File: src/rtl/kamus_pipe_ctrl.sv
// Hazard/sequencing controller for the IF/ID/EX pipeline: PC enable plus IF/ID and ID/EX enable/flush.
// Define KAMUS_PIPE_CTRL_PERF_EN to add the stall_cnt_o/flush_cnt_o performance counters.
module kamus_pipe_ctrl #(
    parameter int LOAD_LATENCY = 1,
    parameter int FLUSH_CYCLES = 1
) (
    input  logic       clk_i,
    input  logic       rst_ni,
    input  logic       imem_valid_i,
    input  logic       id_valid_i,
    input  logic [4:0] id_rs1_addr_i,
    input  logic [4:0] id_rs2_addr_i,
    input  logic       id_rs1_used_i,
    input  logic       id_rs2_used_i,
    input  logic       ex_valid_i,
    input  logic [4:0] ex_rd_addr_i,
    input  logic       ex_is_load_i,
    input  logic       ex_busy_i,
    input  logic       ex_redirect_i,
    output logic       pc_en_o,
    output logic       ifid_en_o,
    output logic       ifid_flush_o,
    output logic       idex_en_o,
    output logic       idex_flush_o,
    output logic [1:0] state_o
`ifdef KAMUS_PIPE_CTRL_PERF_EN
    ,
    output logic [31:0] stall_cnt_o,
    output logic [31:0] flush_cnt_o
`endif
);

    typedef enum logic [1:0] {
        RUN    = 2'd0,
        LDUSE  = 2'd1,
        FLUSH  = 2'd2,
        EXWAIT = 2'd3
    } state_t;

    if (LOAD_LATENCY < 1 || LOAD_LATENCY > 7) begin : g_bad_load_latency
        $error("kamus_pipe_ctrl: LOAD_LATENCY must be in 1..7");
    end
    if (FLUSH_CYCLES < 0 || FLUSH_CYCLES > 7) begin : g_bad_flush_cycles
        $error("kamus_pipe_ctrl: FLUSH_CYCLES must be in 0..7");
    end

    localparam logic [2:0] LU_RELOAD = 3'(LOAD_LATENCY - 1);
    localparam logic [2:0] FL_RELOAD = 3'(FLUSH_CYCLES);

    state_t     state, state_next;
    logic [2:0] cnt, cnt_next;
    logic       load_use;
    logic       run_eval;
    logic       pc_en, ifid_en, ifid_flush, idex_en, idex_flush;

    assign load_use = ex_valid_i && ex_is_load_i && id_valid_i && (ex_rd_addr_i != 5'd0) &&
                      ((id_rs1_used_i && (id_rs1_addr_i == ex_rd_addr_i)) ||
                       (id_rs2_used_i && (id_rs2_addr_i == ex_rd_addr_i)));

    // Redirect/busy pre-empt a load-use countdown, and a finished multi-cycle op re-enters normal evaluation.
    assign run_eval = (state == RUN) ||
                      ((state == LDUSE) && (ex_redirect_i || ex_busy_i)) ||
                      ((state == EXWAIT) && (ex_redirect_i || !ex_busy_i));

    always_ff @(posedge clk_i or negedge rst_ni) begin
        if (!rst_ni) begin
            state <= RUN;
            cnt   <= 3'd0;
        end else begin
            state <= state_next;
            cnt   <= cnt_next;
        end
    end

    always_comb begin
        pc_en      = 1'b0;
        ifid_en    = 1'b0;
        ifid_flush = 1'b0;
        idex_en    = 1'b0;
        idex_flush = 1'b0;
        state_next = state;
        cnt_next   = cnt;
        if (run_eval) begin
            if (ex_redirect_i) begin
                pc_en      = 1'b1;
                ifid_flush = 1'b1;
                idex_flush = 1'b1;
                state_next = (FLUSH_CYCLES == 0) ? RUN : FLUSH;
                cnt_next   = FL_RELOAD;
            end else if (ex_busy_i) begin
                state_next = EXWAIT;
                cnt_next   = 3'd0;
            end else if (load_use) begin
                idex_flush = 1'b1;
                state_next = (LOAD_LATENCY == 1) ? RUN : LDUSE;
                cnt_next   = LU_RELOAD;
            end else if (!imem_valid_i) begin
                ifid_flush = 1'b1;
                idex_en    = 1'b1;
                state_next = RUN;
                cnt_next   = 3'd0;
            end else begin
                pc_en      = 1'b1;
                ifid_en    = 1'b1;
                idex_en    = 1'b1;
                state_next = RUN;
                cnt_next   = 3'd0;
            end
        end else begin
            case (state)
                LDUSE: begin
                    idex_flush = 1'b1;
                    if (cnt <= 3'd1) begin
                        state_next = RUN;
                        cnt_next   = 3'd0;
                    end else begin
                        cnt_next = cnt - 3'd1;
                    end
                end
                FLUSH: begin
                    ifid_flush = 1'b1;
                    idex_flush = 1'b1;
                    if (ex_redirect_i) begin
                        pc_en    = 1'b1;
                        cnt_next = FL_RELOAD;
                    end else begin
                        pc_en = imem_valid_i;
                        // Only fetches that actually return count toward draining the L1I latency.
                        if (imem_valid_i) begin
                            if (cnt <= 3'd1) begin
                                state_next = RUN;
                                cnt_next   = 3'd0;
                            end else begin
                                cnt_next = cnt - 3'd1;
                            end
                        end
                    end
                end
                default: begin
                    state_next = state;
                end
            endcase
        end
    end

    assign pc_en_o      = rst_ni & pc_en;
    assign ifid_en_o    = rst_ni & ifid_en;
    assign idex_en_o    = rst_ni & idex_en;
    assign ifid_flush_o = ~rst_ni | ifid_flush;
    assign idex_flush_o = ~rst_ni | idex_flush;
    assign state_o      = state;

`ifdef KAMUS_PIPE_CTRL_PERF_EN
    always_ff @(posedge clk_i or negedge rst_ni) begin
        if (!rst_ni) begin
            stall_cnt_o <= 32'd0;
            flush_cnt_o <= 32'd0;
        end else begin
            if (!pc_en_o && !ifid_flush_o && !idex_flush_o) begin
                stall_cnt_o <= stall_cnt_o + 32'd1;
            end
            if (idex_flush_o) begin
                flush_cnt_o <= flush_cnt_o + 32'd1;
            end
        end
    end
`endif

endmodule

File: config.mk
export PLATFORM = sky130hd
export DESIGN_NAME = kamus_pipe_ctrl
export DESIGN_NICKNAME = d
export VERILOG_FILES = /design/src/rtl/kamus_pipe_ctrl.sv
export SDC_FILE = /design/constraint.sdc
export NUM_CORES = 1
export LEC_CHECK = 0
export CORE_MARGIN = 8
export CORE_UTILIZATION = 40
export CTS_CLUSTER_DIAMETER = 150
export DETAILED_ROUTE_END_ITERATION = 16
export PLACE_DENSITY_LB_ADDON = 0.1
export RECOVER_POWER = 100
export SLEW_MARGIN = 15
export SYNTH_ARGS = -nofsm -noshare
export SYNTH_HDL_FRONTEND = slang
export SYNTH_SLANG_ARGS = --single-unit
File: constraint.sdc
create_clock -name clk_i -period 3.6 [get_ports clk_i]
set_input_delay 0.9 -clock clk_i [delete_from_list [all_inputs] [get_ports clk_i]]
set_output_delay 0.9 -clock clk_i [all_outputs]
set_load 0.05 [all_outputs]
==> results_dict.tcl <==
set metrics [dict create \
    worst_slack_ns 0.0631 \
    htree_levels 1 \
    timing.critical_path.arrival_ns 2.64 \
    ant_nets 0 \
    wl_mm 2.10 \
    maxSlewHeadroom_pct 66.3 \
    wl_met2_mm 1.01 \
    outcome "completed" \
    fin_nets 156 \
    top_layer_used "met4" \
    setup_viol_count_final 0 \
    dp_hpwl_mm 1.72 \
    dieWidth_um 57.3 \
    ys_async_sr_fraction_pct 100 \
    vias_per_cell 5.48 \
    synthDistinctLibCells 39 \
    remaining_drc_errors 0 \
    total_leakage_power_nw 0.568 \
    postCtsSetupBuffers 0 \
    r2r_end "cnt[2]" \
    place_area_mm2 0.00109 \
    hold_violations 0 \
    seq_area_frac_synth_pct 18.3 \
    avgSynthCellArea_um2 8.04 \
    cts_tree "done" \
    p_int_mw 0.372 \
    hold_class "flip-flop to flip-flop" \
    design_area_mm2 0.00116 \
    clkPwrFrac_pct 8.0 \
    yosys_warnings 0 \
    cellPowerDensity_mw_per_mm2 682 \
    finalMaxSlewViolations 0 \
    fp.dieH_um 57.3 \
    routabilityCongestion 0.808 \
    synth_area_um2 683 \
    antenna_found_initial 0 \
    synth_area_leaders "dfrtp_1 18%, ha_1 11%, xor2_1 10%, nand2_1 3.3%, nand3b_1 3.3%" \
    overflow 0 \
    finalCriticalPeriod_ns 3.54 \
    cts_made_buffers 3 \
    hold_end "cnt[1]" \
    post-place-cells 137 \
    crit_path_start_kind "primary input" \
    cts_hold_buf 0 \
    cts_buffer_depth 2 \
    drive_gt1_share_pct 20.2 \
    wl_per_cell_um 14.9 \
    reg2regPathDepth 7 \
    drtPass1Iterations 4 \
    vias 772 \
    port_buffers 31 \
    track_usage_pct 13.1 \
    combPwrFrac_pct 78.4 \
    synth.top_cell.area_share_pct 18.3 \
    grt_max_degree 11 \
    num_rows 15 \
    die-area_mm2 0.00329 \
    p_sw_mw 0.421 \
    syn-instance-count 85 \
    antenna_cells 0 \
    cp-end-kind "output port" \
    max_slew.worst_pin.slew_ns 0.503 \
    fin_util_pct 69.7 \
    fillerInstances 146 \
    dr.first_iter.drc_count 6 \
    clk_pin_slew_ns 0.04 \
    yosys.area.top_type "dfrtp_1" \
    ys_ff_latch 5 \
    synth-edff-count 0 \
    synth_nets 116 \
    fin_worst_skew_ns 0.00106 \
    area_delta_synth_final_pct 70.3 \
    r2r_slack_ns 1.48 \
    hold_path_depth 1 \
    maxCapViolCount 0 \
    clkLatencyLatePin_ns 0.24 \
    whs_ns 0.512 \
    seq_area_um2 125 \
    maxClockFrequency_ghz 0.283 \
    num_io_pins 32 \
    wl_met1_um 959 \
    hp-start "cnt[1]" \
    crit_path_max_fanout 3 \
    grt_pass1_vias 835 \
    period_share_pct 98.2 \
    crit_type "primary input to output port" \
    power_mw 0.793 \
    final_cells 141 \
    worstPathRequired_ns 2.70 \
    synth_common_cells "8 x xor2_1, 6 x ha_1, 6 x nand2_1, 6 x nor2_1" \
    seq_power_share_pct 13.6 \
    reg2reg_from "state_o[0]" \
    multi_input_area_um2 568 \
    pre_cts_ws_ns -0.0442 \
    synth.most_common_cell "xor2_1" \
    switching_share_pct 53.1 \
    root_buffer "clkbuf_4" \
    clkSinkCount 5 \
    grt_pass1_wl_mm 3.43 \
    wl_met3_um 116 \
    initial_core_util_pct 40.9 \
    finalSetupTns_ns 0 \
    core-area_mm2 0.00167 \
    ys.flop_type "dfrtp_1" \
    ir_drop_mv 0.602 \
]
sequential cells by signal, indices dropped and copies added (netlist names):
| register | count |
|---|---|
| cnt | 3 |
| state_o | 2 |
layout make-up:
| type | count | area share, % |
|---|---|---|
| Clock buffer | 4 | 2.26 |
| Sequential cell | 5 | 10.8 |
| Timing Repair Buffer | 37 | 34.4 |
| Multi-Input combinational cell | 72 | 48.8 |
| Inverter | 6 | 1.94 |
| Tap cell | 17 | 1.83 |
layer usage:
layer,GRT usage [%],up-vias
li1,-,385
met5,0,-
met3,3.81,2
met1,15.4,359
met4,7.14,0
met2,20.8,26
what timing repair did:
action,4_1_cts,5_1_grt
setup endpoints to repair,1,5
pin swaps,1,5
resized for setup,1,16
hold endpoints to repair,0,0
worst max-delay path, stage by stage:
cell             delay (ns)
clkdlybuf4s50_1        0.41
xor2_1                 0.16
nor4_2                 0.28
a32oi_2                0.10
or2_4                  0.29
o311ai_4               0.31
buf_12                 0.18
power by group through the flow:
stage	Sequential [mW]	Clock, mW	Combinational, mW
floorplan	0.141	0	0.361
global placement	0.106	0	0.614
detailed placement	0.108	0	0.623
CTS	0.107	0.0649	0.639
global route	0.111	0.0663	0.680
finish	0.108	0.0637	0.622
worst max path at each step:
| stage | from | end | slack (ns) | cells after the start |
|---|---|---|---|---|
| 6_report | id_rs2_addr_i[1] | idex_flush_o | 0.06 | 7 |
| 5_1_grt | id_rs2_addr_i[1] | idex_flush_o | -0.03 | 7 |
| 4_1_cts | ex_rd_addr_i[2] | idex_flush_o | 0.001 | 7 |
| 3_5_place_dp | ex_rd_addr_i[2] | idex_flush_o | -0.04 | 7 |
| 3_3_place_gp | ex_rd_addr_i[2] | idex_flush_o | 0.01 | 7 |
| 2_1_floorplan | ex_busy_i | ifid_flush_o | 0.05 | 6 |
kinds of logic (layout without fill, tap and decap cells):
family	Yosys count	in the layout	share of synthesized area (%)
AOI/OAI and AO/OA	20	20	21.6
xor gates and xnor gates	10	10	12.8
adders and majority gates	6	6	11.0
buffers and inverters	8	47	4.58
DFF	5	5	18.3
muxes	1	1	1.47
and+or+nand+nor	35	35	30.2
placed cells by master (no fill, tap or decap), types with 2 or more instances in the layout:
master	instances
nor3_1	3
and2_0	2
dfrtp_1	5
nand3b_1	3
nor4_2	2
xor2_1	7
clkdlybuf4s50_1	14
o21ai_0	4
nand2_1	5
buf_4	6
inv_1	5
nor2_1	6
dlygate4sd3_1	3
buf_12	3
o2bb2ai_1	2
o211ai_1	2
dlymetal6s2s_1	9
a21oi_1	4
clkbuf_4	4
xnor2_1	2
nand3_1	2
ha_1	6
Note: power is estimated with default switching activity, not from simulation.
